$ cat config.mk
export PLATFORM = sky130hd
export DESIGN_NAME = shift_arb_ctrl_flat
export DESIGN_NICKNAME = d
export VERILOG_FILES = /design/src/rtl/shift_arb_ctrl_if.sv /design/src/rtl/shift_arb_ctrl.sv /design/src/flat_wrapper.sv
export SDC_FILE = /design/constraint.sdc
export NUM_CORES = 1
export LEC_CHECK = 0
export CAP_MARGIN = 15
export CORE_MARGIN = 10
export CORE_UTILIZATION = 46
export DETAILED_ROUTE_END_ITERATION = 12
export PLACE_DENSITY = 0.8
export RECOVER_POWER = 50
export SLEW_MARGIN = 20
export SYNTH_ARGS = -nofsm -noshare
export SYNTH_HDL_FRONTEND = slang
export SYNTH_SLANG_ARGS = --single-unit
$ cat constraint.sdc
create_clock -name clk -period 2.4 [get_ports clk]
set_input_delay 0.48 -clock clk [delete_from_list [all_inputs] [get_ports clk]]
set_output_delay 0.48 -clock clk [all_outputs]
set_load 0.01 [all_outputs]
$ cat src/rtl/shift_arb_ctrl_if.sv
// ============================================================================
// shift_arb_ctrl_if : requester/result bundle for the shared-shifter arbiter
// Rev 1.0
// ============================================================================
`default_nettype none

interface shift_arb_ctrl_if #(
  parameter int NUM_REQ = 4,
  parameter int ID_W    = 2
);
  logic [NUM_REQ-1:0]   req_valid;
  logic [NUM_REQ-1:0]   req_ready;
  logic [NUM_REQ*8-1:0] req_data;
  logic [NUM_REQ-1:0]   req_dir;
  logic [NUM_REQ*3-1:0] req_amt;
  logic                 out_valid;
  logic                 out_ready;
  logic [7:0]           out_data;
  logic [ID_W-1:0]      out_id;
  logic                 busy;

  modport master (
    output req_valid, req_data, req_dir, req_amt, out_ready,
    input  req_ready, out_valid, out_data, out_id, busy
  );

  modport slave (
    input  req_valid, req_data, req_dir, req_amt, out_ready,
    output req_ready, out_valid, out_data, out_id, busy
  );
endinterface

`default_nettype wire

$ cat src/rtl/shift_arb_ctrl.sv
// ============================================================================
// shift_arb_ctrl : round-robin arbiter sharing one 8-bit barrel shifter.
// Optional per-requester grant counters under SHIFT_ARB_STATS_EN. Rev 1.0
// ============================================================================
`default_nettype none

module barrel_shifter (
  input  logic [7:0] data_in,
  input  logic       dir,
  input  logic [2:0] amt,
  output logic [7:0] data_out
);
  logic [7:0] v;

  // Logarithmic stages of 1, 2 and 4 bit positions, zero fill.
  always_comb begin
    v = data_in;
    for (int s = 0; s < 3; s++) begin
      if (amt[s]) begin
        v = dir ? (v << (1 << s)) : (v >> (1 << s));
      end
    end
    data_out = v;
  end
endmodule

module shift_arb_ctrl #(
  parameter int NUM_REQ    = 4,
  parameter int ID_W       = 2,
  parameter int DATA_WIDTH = 8
) (
  input  logic           clk,
  input  logic           rst_n,
  shift_arb_ctrl_if.slave bus
`ifdef SHIFT_ARB_STATS_EN
  ,
  input  logic                  stats_clr,
  output logic [NUM_REQ*16-1:0] grant_cnt
`endif
);

  typedef enum logic [1:0] {
    IDLE = 2'd0,
    EXEC = 2'd1,
    HOLD = 2'd2
  } state_t;

  state_t                state_q, state_d;
  logic [ID_W-1:0]       rr_ptr_q, rr_ptr_d;
  logic [ID_W-1:0]       op_id_q, op_id_d;
  logic [DATA_WIDTH-1:0] op_data_q, op_data_d;
  logic                  op_dir_q, op_dir_d;
  logic [2:0]            op_amt_q, op_amt_d;
  logic                  out_valid_q, out_valid_d;
  logic [DATA_WIDTH-1:0] out_data_q, out_data_d;
  logic [ID_W-1:0]       out_id_q, out_id_d;

  logic [ID_W-1:0]       grant_idx;
  logic [ID_W-1:0]       cand;
  logic                  grant_vld;
  logic [NUM_REQ-1:0]    req_ready;
  logic                  accept;
  logic [DATA_WIDTH-1:0] shift_res;

  // Walk from the farthest candidate toward rr_ptr+1 so the nearest valid wins.
  always_comb begin
    grant_vld = 1'b0;
    grant_idx = '0;
    cand      = '0;
    for (int k = NUM_REQ; k >= 1; k--) begin
      cand = ID_W'((32'(rr_ptr_q) + 32'(k)) % 32'(NUM_REQ));
      if (bus.req_valid[cand]) begin
        grant_vld = 1'b1;
        grant_idx = cand;
      end
    end
  end

  // Gated by rst_n so ready is low for the whole reset interval.
  assign req_ready = (rst_n && (state_q == IDLE) && grant_vld)
                   ? ({{(NUM_REQ-1){1'b0}}, 1'b1} << grant_idx)
                   : '0;
  assign accept    = |req_ready;

  barrel_shifter u_shifter (
    .data_in  (op_data_q),
    .dir      (op_dir_q),
    .amt      (op_amt_q),
    .data_out (shift_res)
  );

  always_comb begin
    state_d     = state_q;
    rr_ptr_d    = rr_ptr_q;
    op_id_d     = op_id_q;
    op_data_d   = op_data_q;
    op_dir_d    = op_dir_q;
    op_amt_d    = op_amt_q;
    out_valid_d = out_valid_q;
    out_data_d  = out_data_q;
    out_id_d    = out_id_q;
    case (state_q)
      IDLE: begin
        if (accept) begin
          op_data_d = bus.req_data[DATA_WIDTH*grant_idx +: DATA_WIDTH];
          op_dir_d  = bus.req_dir[grant_idx];
          op_amt_d  = bus.req_amt[3*grant_idx +: 3];
          op_id_d   = grant_idx;
          rr_ptr_d  = grant_idx;
          state_d   = EXEC;
        end
      end
      EXEC: begin
        out_data_d  = shift_res;
        out_id_d    = op_id_q;
        out_valid_d = 1'b1;
        state_d     = HOLD;
      end
      HOLD: begin
        if (bus.out_ready) begin
          out_valid_d = 1'b0;
          state_d     = IDLE;
        end
      end
      default: state_d = IDLE;
    endcase
  end

  always_ff @(posedge clk or negedge rst_n) begin
    if (!rst_n) begin
      state_q     <= IDLE;
      rr_ptr_q    <= ID_W'(NUM_REQ - 1);
      op_id_q     <= '0;
      op_data_q   <= '0;
      op_dir_q    <= 1'b0;
      op_amt_q    <= '0;
      out_valid_q <= 1'b0;
      out_data_q  <= '0;
      out_id_q    <= '0;
    end else begin
      state_q     <= state_d;
      rr_ptr_q    <= rr_ptr_d;
      op_id_q     <= op_id_d;
      op_data_q   <= op_data_d;
      op_dir_q    <= op_dir_d;
      op_amt_q    <= op_amt_d;
      out_valid_q <= out_valid_d;
      out_data_q  <= out_data_d;
      out_id_q    <= out_id_d;
    end
  end

  assign bus.req_ready = req_ready;
  assign bus.out_valid = out_valid_q;
  assign bus.out_data  = out_data_q;
  assign bus.out_id    = out_id_q;
  assign bus.busy      = (state_q != IDLE);

`ifdef SHIFT_ARB_STATS_EN
  logic [NUM_REQ-1:0][15:0] cnt_q, cnt_d;

  // Clear wins over a same-cycle grant; counters stick at all-ones.
  always_comb begin
    cnt_d = cnt_q;
    if (stats_clr) begin
      cnt_d = '0;
    end else begin
      for (int i = 0; i < NUM_REQ; i++) begin
        if (req_ready[i] && (cnt_q[i] != 16'hFFFF)) begin
          cnt_d[i] = cnt_q[i] + 16'd1;
        end
      end
    end
  end

  always_ff @(posedge clk or negedge rst_n) begin
    if (!rst_n) begin
      cnt_q <= '0;
    end else begin
      cnt_q <= cnt_d;
    end
  end

  assign grant_cnt = cnt_q;
`endif

endmodule

`default_nettype wire

$ cat src/flat_wrapper.sv
// flat-port wrapper written by rule: the top's interface ports become plain ports
module shift_arb_ctrl_flat 
#(
  parameter int NUM_REQ    = 4,
  parameter int ID_W       = 2,
  parameter int DATA_WIDTH = 8
)
  (clk, rst_n, bus_req_valid, bus_req_data, bus_req_dir, bus_req_amt, bus_out_ready, bus_req_ready, bus_out_valid, bus_out_data, bus_out_id, bus_busy);
  shift_arb_ctrl_if #(.NUM_REQ(NUM_REQ), .ID_W(ID_W)) bus_i ();
  input  logic clk;
  input  logic rst_n;
  input wire logic [$bits(bus_i.req_valid)-1:0] bus_req_valid;
  input wire logic [$bits(bus_i.req_data)-1:0] bus_req_data;
  input wire logic [$bits(bus_i.req_dir)-1:0] bus_req_dir;
  input wire logic [$bits(bus_i.req_amt)-1:0] bus_req_amt;
  input wire logic [$bits(bus_i.out_ready)-1:0] bus_out_ready;
  output wire logic [$bits(bus_i.req_ready)-1:0] bus_req_ready;
  output wire logic [$bits(bus_i.out_valid)-1:0] bus_out_valid;
  output wire logic [$bits(bus_i.out_data)-1:0] bus_out_data;
  output wire logic [$bits(bus_i.out_id)-1:0] bus_out_id;
  output wire logic [$bits(bus_i.busy)-1:0] bus_busy;
  assign bus_i.req_valid = bus_req_valid;
  assign bus_i.req_data = bus_req_data;
  assign bus_i.req_dir = bus_req_dir;
  assign bus_i.req_amt = bus_req_amt;
  assign bus_i.out_ready = bus_out_ready;
  assign bus_req_ready = bus_i.req_ready;
  assign bus_out_valid = bus_i.out_valid;
  assign bus_out_data = bus_i.out_data;
  assign bus_out_id = bus_i.out_id;
  assign bus_busy = bus_i.busy;
  shift_arb_ctrl #(.NUM_REQ(NUM_REQ), .ID_W(ID_W), .DATA_WIDTH(DATA_WIDTH)) u_core (.clk(clk), .rst_n(rst_n), .bus(bus_i));
endmodule
Yosys cells after proc, flatten, opt, wreduce, memory -nomap -nowiden --
Index checks and enable logic that the tools add are counted.
Cells by class: equality and inequality tests 4, reductions and logical operators 9, multiplexer cells 30, magnitude comparators 5, multipliers 1, shift operators 3, $add $sub $neg 4
Operator list (number):
- 2-to-1 mux 8 bit | 6
- variable part select 32 x 6 -> 8 bit | 1
- < comparator 2 x 3 -> 1 bit, second input constant | 5
- 2-to-1 mux 2 bit | 6
- variable part select 12 x 5 -> 3 bit | 1
- binary-select mux 1 bit (select 2 bit) | 5
- 2-to-1 mux 1 bit | 10
- case mux 2 bit (3 select lines) | 1
- AND reduction 2 bit | 3
- adder 2 x 1 -> 2 bit, second input constant | 2
- adder 2 bit, second input constant | 2
- multiplier 2 x 2 -> 4 bit, first input constant | 1
- 2-to-1 mux 4 bit | 1
- nonzero test 2 bit | 2
- OR reduction 4 bit | 1
- << shifter 1 x 2 -> 4 bit, first input constant | 1
- equality test 2 x 1 -> 1 bit, second input constant | 1
- equality test 2 bit, second input constant | 1
- logical AND 1 bit | 2
- logical NOT 2 bit | 1
- != test 2 x 1 -> 1 bit, second input constant | 1
- != test 2 bit, second input constant | 1
- case mux 1 bit (2 select lines) | 1
Storage, ports and cells: register bits after elaboration 29, logic and storage cells 65, output and inout port bits 16, bits of input ports 55

Longest topological paths before layout --
depth after elaboration 12, gate-level depth with buffers 7, gate-level depth less buffers 5

By module --
A second synthesis with hierarchy kept.
Second synthesis, totals: cells, all modules 233, area total of the unflattened synthesis 2332.2 um^2
Modules (own cells, without submodules):
- shift_arb_ctrl | cells an instance 159, seq. area each 728.2 um^2, times used 1, area an instance 1756.7 um^2
- barrel_shifter | cells an instance 74, seq. area each 0.0 um^2, times used 1, area an instance 575.6 um^2

Least setup slack after synthesis --
Ideal clock, no wire load.
kind input to output, start in bus_req_valid[3], end out bus_req_ready[2], buffers on the path 2, stages on the path 5, path slack 0.228 ns, arrival 1.692 ns, path through or4_1 > and3_4 > buf_2 > buf_2 > and3_1
On the way: word-level cells in the longest chain between the ends 8, elaborated cells between the ends (all ways) 19
Ends and longest elaborated chain:
- start, declared | line flat_wrapper.sv:12 | input wire logic [$bits(bus_i.req_valid)-1:0] bus_req_valid;
- binary-select mux 1 bit (select 2 bit) | line shift_arb_ctrl.sv:72 | if (bus.req_valid[cand]) begin
- 2-to-1 mux 1 bit (implied by the code) | line shift_arb_ctrl.sv:72
- 2-to-1 mux 2 bit or 2-to-1 mux 1 bit (tied branches) (4 in series) | line shift_arb_ctrl.sv:72
- << shifter 1 x 2 -> 4 bit or logical AND 1 bit (tied branches) | line shift_arb_ctrl.sv:81, shift_arb_ctrl.sv:80
- 2-to-1 mux 4 bit (*) | line shift_arb_ctrl.sv:81 | ? ({{(NUM_REQ-1){1'b0}}, 1'b1} << grant_idx)
- end, declared | line flat_wrapper.sv:17 | output wire logic [$bits(bus_i.req_ready)-1:0] bus_req_ready;
Mark *: on every way between the ends. The rest lies on a longest branch, timed or not. The select of a mux whose other input is x is not followed.

Final worst setup path --
start in bus_req_valid[2], end out bus_req_ready[3]
Same word-level chain as after synthesis.

==> results.sh <==
export IMPL_dieArea_um2=7770
export IMPL_finClkSkew_ns=0.0101
export IMPL_grt_pass1_vias=2002
export IMPL_worstPathArrival_ns=1.86
export IMPL_worstSetupPathType="input port to output port"
export IMPL_gp_congestion=0.873
export IMPL_r2r_start="u_core.rr_ptr_q[0]"
export IMPL_stdcell_area_um2=3050
export IMPL_tightestPinTransition_ns=0.723
export IMPL_register_area_um2=728
export IMPL_dp_hpwl_um=4670
export IMPL_netlist_top_cells_area="dfrtp_1 32%, mux2i_1 11%, a211oi_1 7.7%"
export IMPL_die_h_um=88.1
export IMPL_synth_top_family_by_area="compound AO/OA/AOI/OAI gates"
export IMPL_post_synth_fa_ha_maj_area_fraction_pct=0
export IMPL_first_pass_iters=4
export IMPL_relSlewSlack_pct=51.8
export IMPL_timing_final_crit_share_pct=97.5
export IMPL_synth_top_cells_by_count="27 x dfrtp_1, 26 x nor2_1, 25 x nand2_1"
export IMPL_io_buffers=70
export IMPL_diodes=0
export IMPL_netlist_area_um2=2130
export IMPL_drt_iter0_drc=115
export IMPL_multi_input_area_um2=1300
export IMPL_syn_inst=241
export IMPL_postPlaceCellArea_um2=2960
export IMPL_power_mw=3.51
export IMPL_yosysMostFrequentCell="dfrtp_1"
export IMPL_drt_vias_per_instance=5.59
export IMPL_ys_async_sr_fraction_pct=100
export IMPL_synth_edff_count=0
export IMPL_final_nets=376
export IMPL_ys_seq_elements=29
export IMPL_ys_types=47
export IMPL_synth_main_ff_cell="dfrtp_1"
export IMPL_critical_path_peak_fanout=5
export IMPL_synth_compound_area_share_pct=25.8
export IMPL_finalHoldViolations=0
export IMPL_dr_total_vias=2086
export IMPL_ys_seq_area_share_pct=34.1
export IMPL_crit_path_end_kind="output port"
export IMPL_wirelength_um=5980
export IMPL_muxShareOfSynthArea_pct=13.9
export IMPL_clock_latency_ns=0.29
export IMPL_fin_crit_ns=2.34
export IMPL_crit_end="bus_req_ready[3]"
export IMPL_initial_core_util_pct=48.4
export IMPL_grt_setup_unrepaired="false"
export IMPL_drc_errors=0
export IMPL_wl_per_cell_um=16.0
export IMPL_timing_final_ws_setup_ns=0.0599
export IMPL_hold_path_class="register to register"
export IMPL_grt_first_pass_wirelength_um=9520
export IMPL_fillerInstances=390
export IMPL_syn_nets=296
export IMPL_syn_avg_cell_area_um2=8.86
export IMPL_yosysTopAreaCell="dfrtp_1"
export IMPL_path_clk_slew_ns=0.06
export IMPL_rrSetupSlack_ns=0.38
export IMPL_cts_htree_levels=2
export IMPL_drive_gt1_share_pct=17.8
export IMPL_power_density_nw_per_um2=1150
export IMPL_die_w_um=88.1
export IMPL_boundaryPins=71
export IMPL_area_growth_pct=42.9
export IMPL_cts_sinks=29
export IMPL_r2r_cells=7
export IMPL_cts_buffers=5
export IMPL_ir_worst_vdd_v=0.000474
export IMPL_grt_antenna_before_repair=0
export IMPL_maxCapViolCount=0
export IMPL_crit_required_ns=1.92
export IMPL_synthSimpleGateAreaFrac_pct=20.4
export IMPL_synth_top_area_share_pct=31.7
export IMPL_place_ws_ns=-0.510
export IMPL_cp_start_kind="input port"
export IMPL_p_leak_nw=1.30
export IMPL_coreArea_um2=4410
export IMPL_yosys_warnings=0
export IMPL_final_max_slew_viol_count=0
export IMPL_fmaxAchievable_mhz=427
export IMPL_synth_xor_area_share_pct=0
export IMPL_fp_row_count=24
export IMPL_cts_buffer_depth=2
export IMPL_critPathLaunch="bus_req_valid[2]"
export IMPL_status="finished clean"
export IMPL_utilization_pct=69.1
export IMPL_cts_tree="done"
export IMPL_setup_violations=0
export IMPL_cts_root_buf="clkbuf_8"
export IMPL_ant_nets=0
export IMPL_grt_total_usage_pct=15.2
export IMPL_grt_overflow=0
export IMPL_grt_max_degree=30
export IMPL_reg2reg_to="u_core.op_amt_q[2]"
==> worst min path at each step <==
stage / start / end / slack [ns] / depth (start not counted)
after detailed placement: u_core.bus.out_data[2] / u_core.bus.out_data[2] / 0.48 / 1
after floorplan: rst_n / u_core.bus.out_data[0] / 0.18 / 0
after CTS: u_core.bus.out_data[2] / u_core.bus.out_data[2] / 0.49 / 1
after global placement: u_core.op_id_q[0] / u_core.bus.out_id[0] / 0.46 / 2
after global routing: u_core.bus.out_data[0] / u_core.bus.out_data[0] / 0.50 / 1
final: u_core.bus.out_data[2] / u_core.bus.out_data[2] / 0.48 / 1
==> routing by layer <==
metal	up-vias	wire length (um)	part of all wire (%)	track usage, %
li1	1047	-	-	-
met1	973	2580	43	18.2
met2	60	2820	47	24.4
met3	6	503	8.4	5.66
met4	0	80	1.3	5.14
met5	-	0	0	0
==> power by group <==
part           switching, mW  internal [mW]
clock network          0.183          0.227
logic                  0.928           1.08
registers              0.357          0.742
==> cells by family after synthesis <==
| family | after synthesis |
|---|---|
| flip-flops | 29 |
| multiplexers | 27 |
| AND/OR/NAND/NOR | 87 |
| buffers and inverters | 25 |
| AO/OA/AOI/OAI | 73 |
==> critical path, cell delays in order <==
cell and delay [ns]:
dlygate4sd2_1 0.24, or4_4 0.53, and3_4 0.22, buf_4 0.14, nand2_2 0.07, nor2_1 0.04, buf_2 0.13
==> repair_timing <==
item,4_1_cts,5_1_grt
endpoints found under the setup margin,4,2
hold endpoints to repair,0,0
pin swaps,2,1
gates resized for setup,20,6
hold buffers,0,0
buffers inserted,1,0
==> per-stage QoR <==
step,setup TNS (ns),hold WS [ns],cells
2_1_floorplan,0,0.184,241
3_3_place_gp,-1.85,0.456,365
3_5_place_dp,-2.74,0.479,365
4_1_cts,0,0.492,373
5_1_grt,0,0.499,373
6_report,0,0.480,373
==> state kept, by name, indices dropped and copies added (netlist names) <==
signal	cells
u_core.rr_ptr_q	2
u_core.bus.out_id	2
u_core.bus.out_data	8
u_core.op_data_q	8
u_core.op_amt_q	3
u_core.op_dir_q	1
u_core.op_id_q	2
u_core.bus.out_valid	1
u_core.state_q	2
==> final cells by class <==
type,count,share of cell area (%)
timing repair buffer,93,27.8
clock buffer,7,2.83
inverter,5,0.615
tap,52,2.13
sequential,29,23.9
multi-input combinational,187,42.7
==> placed cells by master (no fill, tap or decap), types with 2 or more instances in the layout <==
| cell type | count |
|---|---|
| a21oi_2 | 2 |
| a211oi_2 | 7 |
| o21ai_0 | 8 |
| dlygate4sd2_1 | 4 |
| clkbuf_8 | 6 |
| inv_1 | 5 |
| a211oi_1 | 22 |
| a21oi_1 | 9 |
| nor2b_1 | 4 |
| clkbuf_2 | 2 |
| dfrtp_1 | 27 |
| o21a_1 | 8 |
| clkdlybuf4s50_1 | 59 |
| dfstp_2 | 2 |
| nand2b_1 | 4 |
| nor2_1 | 26 |
| clkbuf_1 | 2 |
| nand2_1 | 24 |
| mux2i_1 | 24 |
| nand3b_1 | 3 |
| mux4_2 | 2 |
| dlygate4sd3_1 | 3 |
| a31oi_1 | 3 |
| o221ai_1 | 3 |
| buf_2 | 2 |
| nor3_1 | 12 |
| buf_4 | 21 |
No activity file was read; power rests on OpenSTA's default activity.
